--- src/rtl/rx_pkg.sv ---
// Shared receive/transmit lane definitions: FSM states, COM idle symbol and
// the default alignment parameters used by both serializer directions.
package rx_pkg;

  typedef enum logic [1:0] {
    SEARCH  = 2'd0,
    LOCKING = 2'd1,
    ACTIVE  = 2'd2
  } rx_state_e;

  localparam logic [7:0]  COM_SYMBOL        = 8'hBC;
  localparam int          WORD_WIDTH        = 32;
  localparam logic [31:0] COM_WORD_DEFAULT  = {4{COM_SYMBOL}};
  localparam int          COM_COUNT_DEFAULT = 4;

endpackage : rx_pkg

--- src/rtl/serial_to_parallel_c_com_detector.sv ---
// Serial-in shift register with a combinational look-ahead compare of the
// word that will be held after the current edge against the COM idle word.
module com_detector #(
  parameter int               WIDTH    = 32,
  parameter logic [WIDTH-1:0] COM_WORD = {(WIDTH/8){8'hBC}}
) (
  input  logic             clk_i,
  input  logic             rst_ni,
  input  logic             data_i,
  output logic [WIDTH-1:0] sr_next_o,
  output logic             match_o
);

  logic [WIDTH-1:0] sr_q;
  logic [WIDTH-1:0] sr_d;

  // MSB-first: the newest bit always enters at bit 0.
  assign sr_d      = {sr_q[WIDTH-2:0], data_i};
  assign sr_next_o = sr_d;
  assign match_o   = (sr_d == COM_WORD);

  always_ff @(posedge clk_i or negedge rst_ni) begin
    if (!rst_ni) begin
      sr_q <= '0;
    end else begin
      sr_q <= sr_d;
    end
  end

endmodule : com_detector

--- src/rtl/serial_to_parallel_c.sv ---
// Per-lane deserializer: bit-granular COM hunt, word-aligned lock counting,
// then one registered data word (with valid) per WIDTH-bit word period.
module serial_to_parallel_c
  import rx_pkg::*;
#(
  parameter int               WIDTH     = WORD_WIDTH,
  parameter logic [WIDTH-1:0] COM_WORD  = COM_WORD_DEFAULT,
  parameter int               COM_COUNT = COM_COUNT_DEFAULT
) (
  input  logic             clk_32f_c,
  input  logic             reset,
  input  logic             data_in,
  output logic [WIDTH-1:0] data_out,
  output logic             valid_out,
  output logic             active
);

  localparam int BIT_CNT_W = $clog2(WIDTH);
  localparam int COM_CNT_W = $clog2(COM_COUNT + 1);
  localparam logic [BIT_CNT_W-1:0] BIT_LAST  = BIT_CNT_W'(WIDTH - 1);
  localparam logic [COM_CNT_W-1:0] COM_ONE   = COM_CNT_W'(1);
  localparam logic [COM_CNT_W-1:0] COM_FINAL = COM_CNT_W'(COM_COUNT - 1);

  rx_state_e             state_q;
  logic [BIT_CNT_W-1:0]  bit_cnt_q;
  logic [BIT_CNT_W-1:0]  bit_cnt_d;
  logic [COM_CNT_W-1:0]  com_cnt_q;
  logic [WIDTH-1:0]      data_out_q;
  logic                  valid_q;
  logic                  active_q;

  logic [WIDTH-1:0]      sr_next;
  logic                  com_match;
  logic                  word_done;

  com_detector #(
    .WIDTH    (WIDTH),
    .COM_WORD (COM_WORD)
  ) u_com_detector (
    .clk_i     (clk_32f_c),
    .rst_ni    (reset),
    .data_i    (data_in),
    .sr_next_o (sr_next),
    .match_o   (com_match)
  );

  always_comb begin
    word_done = (bit_cnt_q == BIT_LAST);
    bit_cnt_d = word_done ? '0 : bit_cnt_q + BIT_CNT_W'(1);
  end

  always_ff @(posedge clk_32f_c or negedge reset) begin
    if (!reset) begin
      state_q    <= SEARCH;
      bit_cnt_q  <= '0;
      com_cnt_q  <= '0;
      data_out_q <= '0;
      valid_q    <= 1'b0;
      active_q   <= 1'b0;
    end else begin
      case (state_q)
        SEARCH: begin
          // A match here defines the word boundary, so the counter restarts.
          if (com_match) begin
            bit_cnt_q <= '0;
            com_cnt_q <= COM_ONE;
            if (COM_COUNT == 1) begin
              state_q  <= ACTIVE;
              active_q <= 1'b1;
            end else begin
              state_q <= LOCKING;
            end
          end
        end

        LOCKING: begin
          bit_cnt_q <= bit_cnt_d;
          if (word_done) begin
            if (com_match) begin
              com_cnt_q <= com_cnt_q + COM_ONE;
              if (com_cnt_q == COM_FINAL) begin
                state_q  <= ACTIVE;
                active_q <= 1'b1;
              end
            end else begin
              com_cnt_q <= '0;
              bit_cnt_q <= '0;
              state_q   <= SEARCH;
            end
          end
        end

        ACTIVE: begin
          bit_cnt_q <= bit_cnt_d;
          // Idle COM words are suppressed; outputs hold for a full word period.
          if (word_done) begin
            if (com_match) begin
              data_out_q <= '0;
              valid_q    <= 1'b0;
            end else begin
              data_out_q <= sr_next;
              valid_q    <= 1'b1;
            end
          end
        end

        default: begin
          state_q <= SEARCH;
        end
      endcase
    end
  end

  assign data_out  = data_out_q;
  assign valid_out = valid_q;
  assign active    = active_q;

endmodule : serial_to_parallel_c

--- config.mk ---
export PLATFORM = sky130hd
export DESIGN_NAME = serial_to_parallel_c
export DESIGN_NICKNAME = d
export VERILOG_FILES = /design/src/rtl/rx_pkg.sv /design/src/rtl/serial_to_parallel_c_com_detector.sv /design/src/rtl/serial_to_parallel_c.sv
export SDC_FILE = /design/constraint.sdc
export NUM_CORES = 1
export LEC_CHECK = 0
export CAP_MARGIN = 5
export CORE_UTILIZATION = 43
export CTS_CLUSTER_DIAMETER = 30
export DETAILED_ROUTE_END_ITERATION = 10
export PLACE_DENSITY = 0.68
export SLEW_MARGIN = 20
export SYNTH_ARGS = -nofsm -noshare
export SYNTH_HDL_FRONTEND = slang
export SYNTH_SLANG_ARGS = --single-unit
--- constraint.sdc ---
create_clock -name clk_32f_c -period 2.8 [get_ports clk_32f_c]
set_clock_uncertainty 0.2 [all_clocks]
set_input_delay 0.42 -clock clk_32f_c [delete_from_list [all_inputs] [get_ports clk_32f_c]]
set_output_delay 0.42 -clock clk_32f_c [all_outputs]
set_load 0.01 [all_outputs]
==> out/qor.csv <==
stage,metric,value,unit
run_status,status,"finished, final reports clean",
layout,n_diodes,0,
clock_network,clock-pin slew on the worst setup and hold paths,0.08,ns
floorplan,initial core utilization,0.446,
sta,count of final max-slew check failures,0,
min_path,Hold Path End,u_com_detector.sr_q[25]$_DFF_PN0_,
clock_network,TritonCTS clock tree,built,
setup_path,WP data required,2.82,ns
setup_path,worst reg2reg path endpoint,data_out[23]$_DFFE_PN0P_,
min_path,Hold Path Depth,0,
setup_path,Startpoint Class,register,
place,hpwl dp,4410,µm
logic_synthesis,"Net Count, Synth",282,
clock_network,clk buf depth,2,
setup_path,Max Fanout on Critical Path,16,
sta,"Setup violations, final",0,
clock_network,CTS root buffer,clkbuf_8,
layout,area growth from synthesis to layout,22.3,%
floorplan,Die Wd,86.2,µm
layout,fraction of layout instances using a drive strength above 1,0.106,
logic_synthesis,synthesized flop and latch total,75,
setup_path,CP Class,reg2reg,
layout,Final nets,326,
drt,DRT Wirelength,6300,µm
layout,# fillers,619,
sta,unrepaired setup endpoints after global routing,false,
sta,WHS,0.217,ns
global_route,total track usage,0.194,
pwr,switching power,0.473,mW
clock_network,clk_lat worst skew,0.35,ns
pwr,pwr/cell area,561,nW/µm²
setup_path,R2R cell count,7,
drt,via count,2144,
logic_synthesis,YS warnings,0,
drt,vias per cell,5.15,
setup_path,critical path's slowest cell,nand2_1,
pwr,P_int,1.62,mW
logic_synthesis,gate count of the mapped netlist,272,
setup_path,CP Capture Type,register,
layout,Seq. cell area,1880,µm²
logic_synthesis,Mapped Area,3050,µm²
setup_path,CP Data Arrival Time,2.42,ns
pwr,sw frac,0.226,
logic_synthesis,"area leader, netlist",dfrtp_1,
floorplan,# rows,30,
drt,post-route ant nets,0,
logic_synthesis,dominant synthesized flop cell,dfrtp_1,
layout,Multi-input gate area,1100,µm²
global_route,initial antenna violation count,0,
sta,Tmin final,2.40,ns
sta,Final period util,0.859,
clock_network,H-tree levels,3,
place,input/output buffers,36,
sta,Final Hold Fails,0,
global_route,first-pass GRT wire length,10700,µm
sta,setup total negative slack,0,ns
floorplan,Core Region,6830,µm²
floorplan,DIE AREA,7430,µm²
clock_network,hold buffers post-CTS,1,
pwr,worst vdd ir,0.378,mV
logic_synthesis,count of flip-flops with a built-in enable after synthesis,0,
pwr,Seq pwr share,0.558,
pwr,Leak Pwr,1.66,nW
layout,Util after Layout,0.546,
sta,Fmax achieved,416,MHz
global_route,grt total ovfl,0,
logic_synthesis,sequential-to-total area share from yosys stat,0.616,
drt,drt wl/cell,15.1,µm
logic_synthesis,"top cells by area, synth","dfrtp_1 62%, nand2_1 10%, o21ai_1 3.4%, ha_1 2.9%, and4b_1 1.6%",
global_route,pin count of the biggest net entering global routing,50,
setup_path,reg-to-reg startpoint,bit_cnt_q[0]$_DFFE_PN0P_,
min_path,Worst Hold Launch,u_com_detector.sr_q[24]$_DFF_PN0_,
clock_network,Num Clock Sinks,75,
drt,drt first pass iters,5,
logic_synthesis,Async SR Flop Fraction,1.00,
min_path,Hold Path Class,reg2reg,
setup_path,CP Cell Sequence,ha_1 -> and3_1 -> ha_1 -> nand2_1 -> buf_4 -> nand2_1 -> o21ai_1,
place,final RePlAce weighted congestion,0.881,
logic_synthesis,Unique masters post-synth,47,
run,number of max-cap violations,0,
clock_network,post-CTS setup buffer count,0,
drt,# DRC,0,
floorplan,Ports,37,
pwr,Gate power share,0.056,
setup_path,worst reg-to-reg setup slack,0.40,ns
global_route,vias in the first global route,2170,
logic_synthesis,top-area cell type share of the netlist area,0.616,
drt,Iter 0 DRT Violations,141,
pwr,clock power share,0.386,
sta,relative slew slack,0.568,
floorplan,Die H,86.2,µm
sta,Slew @ Worst Pin,0.646,ns
setup_path,CP peak stage delay,0.47,ns
logic_synthesis,Syn Area/Cell,11.2,µm²
clock_network,CTS-repair resized insts,0,
clock_network,total CTS buffers,9,
-- registers in the layout (all words and copies together), names as in the netlist --
register	cells
state_q	2
valid_out	1
data_out	32
active	1
com_cnt_q	3
bit_cnt_q	5
u_com_detector.sr_q	31
-- layout make-up --
cell class	instances	area share
flip-flops and latches	75	0.503
multi-input cells	181	0.296
repair buffers	44	0.112
clock buffers	11	0.0379
well taps	96	0.0322
clock inverters	4	0.0138
inverters	5	0.00503
-- per-stage QoR --
stage	cells	cell area (µm²)	total power, mW	setup WS, ns
after floorplan	272	3050	1.22	0.617
after global placement	400	3530	1.31	0.412
after detailed placement	400	3530	1.31	0.366
after CTS	416	3730	2.12	0.379
after global routing	416	3730	2.18	0.224
final	416	3730	2.09	0.395
-- synth_stat cells (2+ instances only) --
master,instances
a21oi_1,2
a221o_1,2
a32o_1,2
and3_1,2
and4_1,3
and4b_1,5
clkbuf_1,9
dfrtp_1,75
ha_1,7
inv_1,5
nand2_1,85
nand3_1,2
nand4_1,3
nand4_4,2
nor2_1,7
nor3_1,2
nor3b_1,3
nor4bb_1,4
o211ai_1,3
o21ai_0,2
o21ai_1,21
-- metal layers --
layer	share of wire	track usage
met5	0	0
met4	0.020	0.0773
met3	0.040	0.0648
met2	0.48	0.308
met1	0.46	0.247
-- critical path, delay by kind of cell, from the launching register on --
kind	cells	cell delay, ns
simple gates	3	0.73
compound gates	1	0.06
flops	1	0.40
fa+ha+maj	2	0.54
buf+inv	1	0.35
-- worst max-delay path by stage --
| stage | startpoint | end | slack, ns | depth (start not counted) |
|---|---|---|---|---|
| floorplan | u_com_detector.sr_q[5]$_DFF_PN0_ | state_q[0]$_DFFE_PN0P_ | 0.62 | 4 |
| global placement | data_in | bit_cnt_q[3]$_DFFE_PN0P_ | 0.41 | 5 |
| detailed placement | data_in | bit_cnt_q[3]$_DFFE_PN0P_ | 0.37 | 5 |
| CTS | bit_cnt_q[0]$_DFFE_PN0P_ | data_out[21]$_DFFE_PN0P_ | 0.38 | 7 |
| global route | bit_cnt_q[0]$_DFFE_PN0P_ | data_out[21]$_DFFE_PN0P_ | 0.22 | 7 |
| finish | bit_cnt_q[0]$_DFFE_PN0P_ | data_out[23]$_DFFE_PN0P_ | 0.40 | 7 |
-- power groups by stage --
stage / Sequential (mW) / Clock [mW] / Combinational (mW)
global placement: 1.19 / 0 / 0.117
CTS: 1.17 / 0.831 / 0.120
floorplan: 1.19 / 0 / 0.0278
detailed placement: 1.19 / 0 / 0.119
finish: 1.17 / 0.808 / 0.117
global route: 1.18 / 0.878 / 0.130
-- placed cells by master (no fill, tap or decap), types with 2 or more instances in the layout --
cell type,count
nand4_4,2
nor4bb_1,4
o211ai_1,3
a221o_1,2
a21oi_1,2
inv_1,5
o21ai_0,2
dfrtp_1,75
a32o_1,2
nand2_1,85
and4_1,3
nor3b_1,3
nand4_1,3
nor3_1,2
nand3_1,2
and4b_1,5
clkdlybuf4s50_1,35
nor2_1,7
buf_4,7
o21ai_1,21
ha_1,7
clkbuf_8,10
and3_1,2
-- cells by family (layout without fill, tap and decap cells) --
logic type | count (synthesis) | count (layout) | synth area share
fa+ha+maj | 7 | 7 | 0.0287
flops | 75 | 75 | 0.616
buf+inv | 16 | 64 | 0.0226
compound gates | 44 | 44 | 0.0993
simple gates | 130 | 130 | 0.234
No activity file was read; power rests on OpenSTA's default activity.
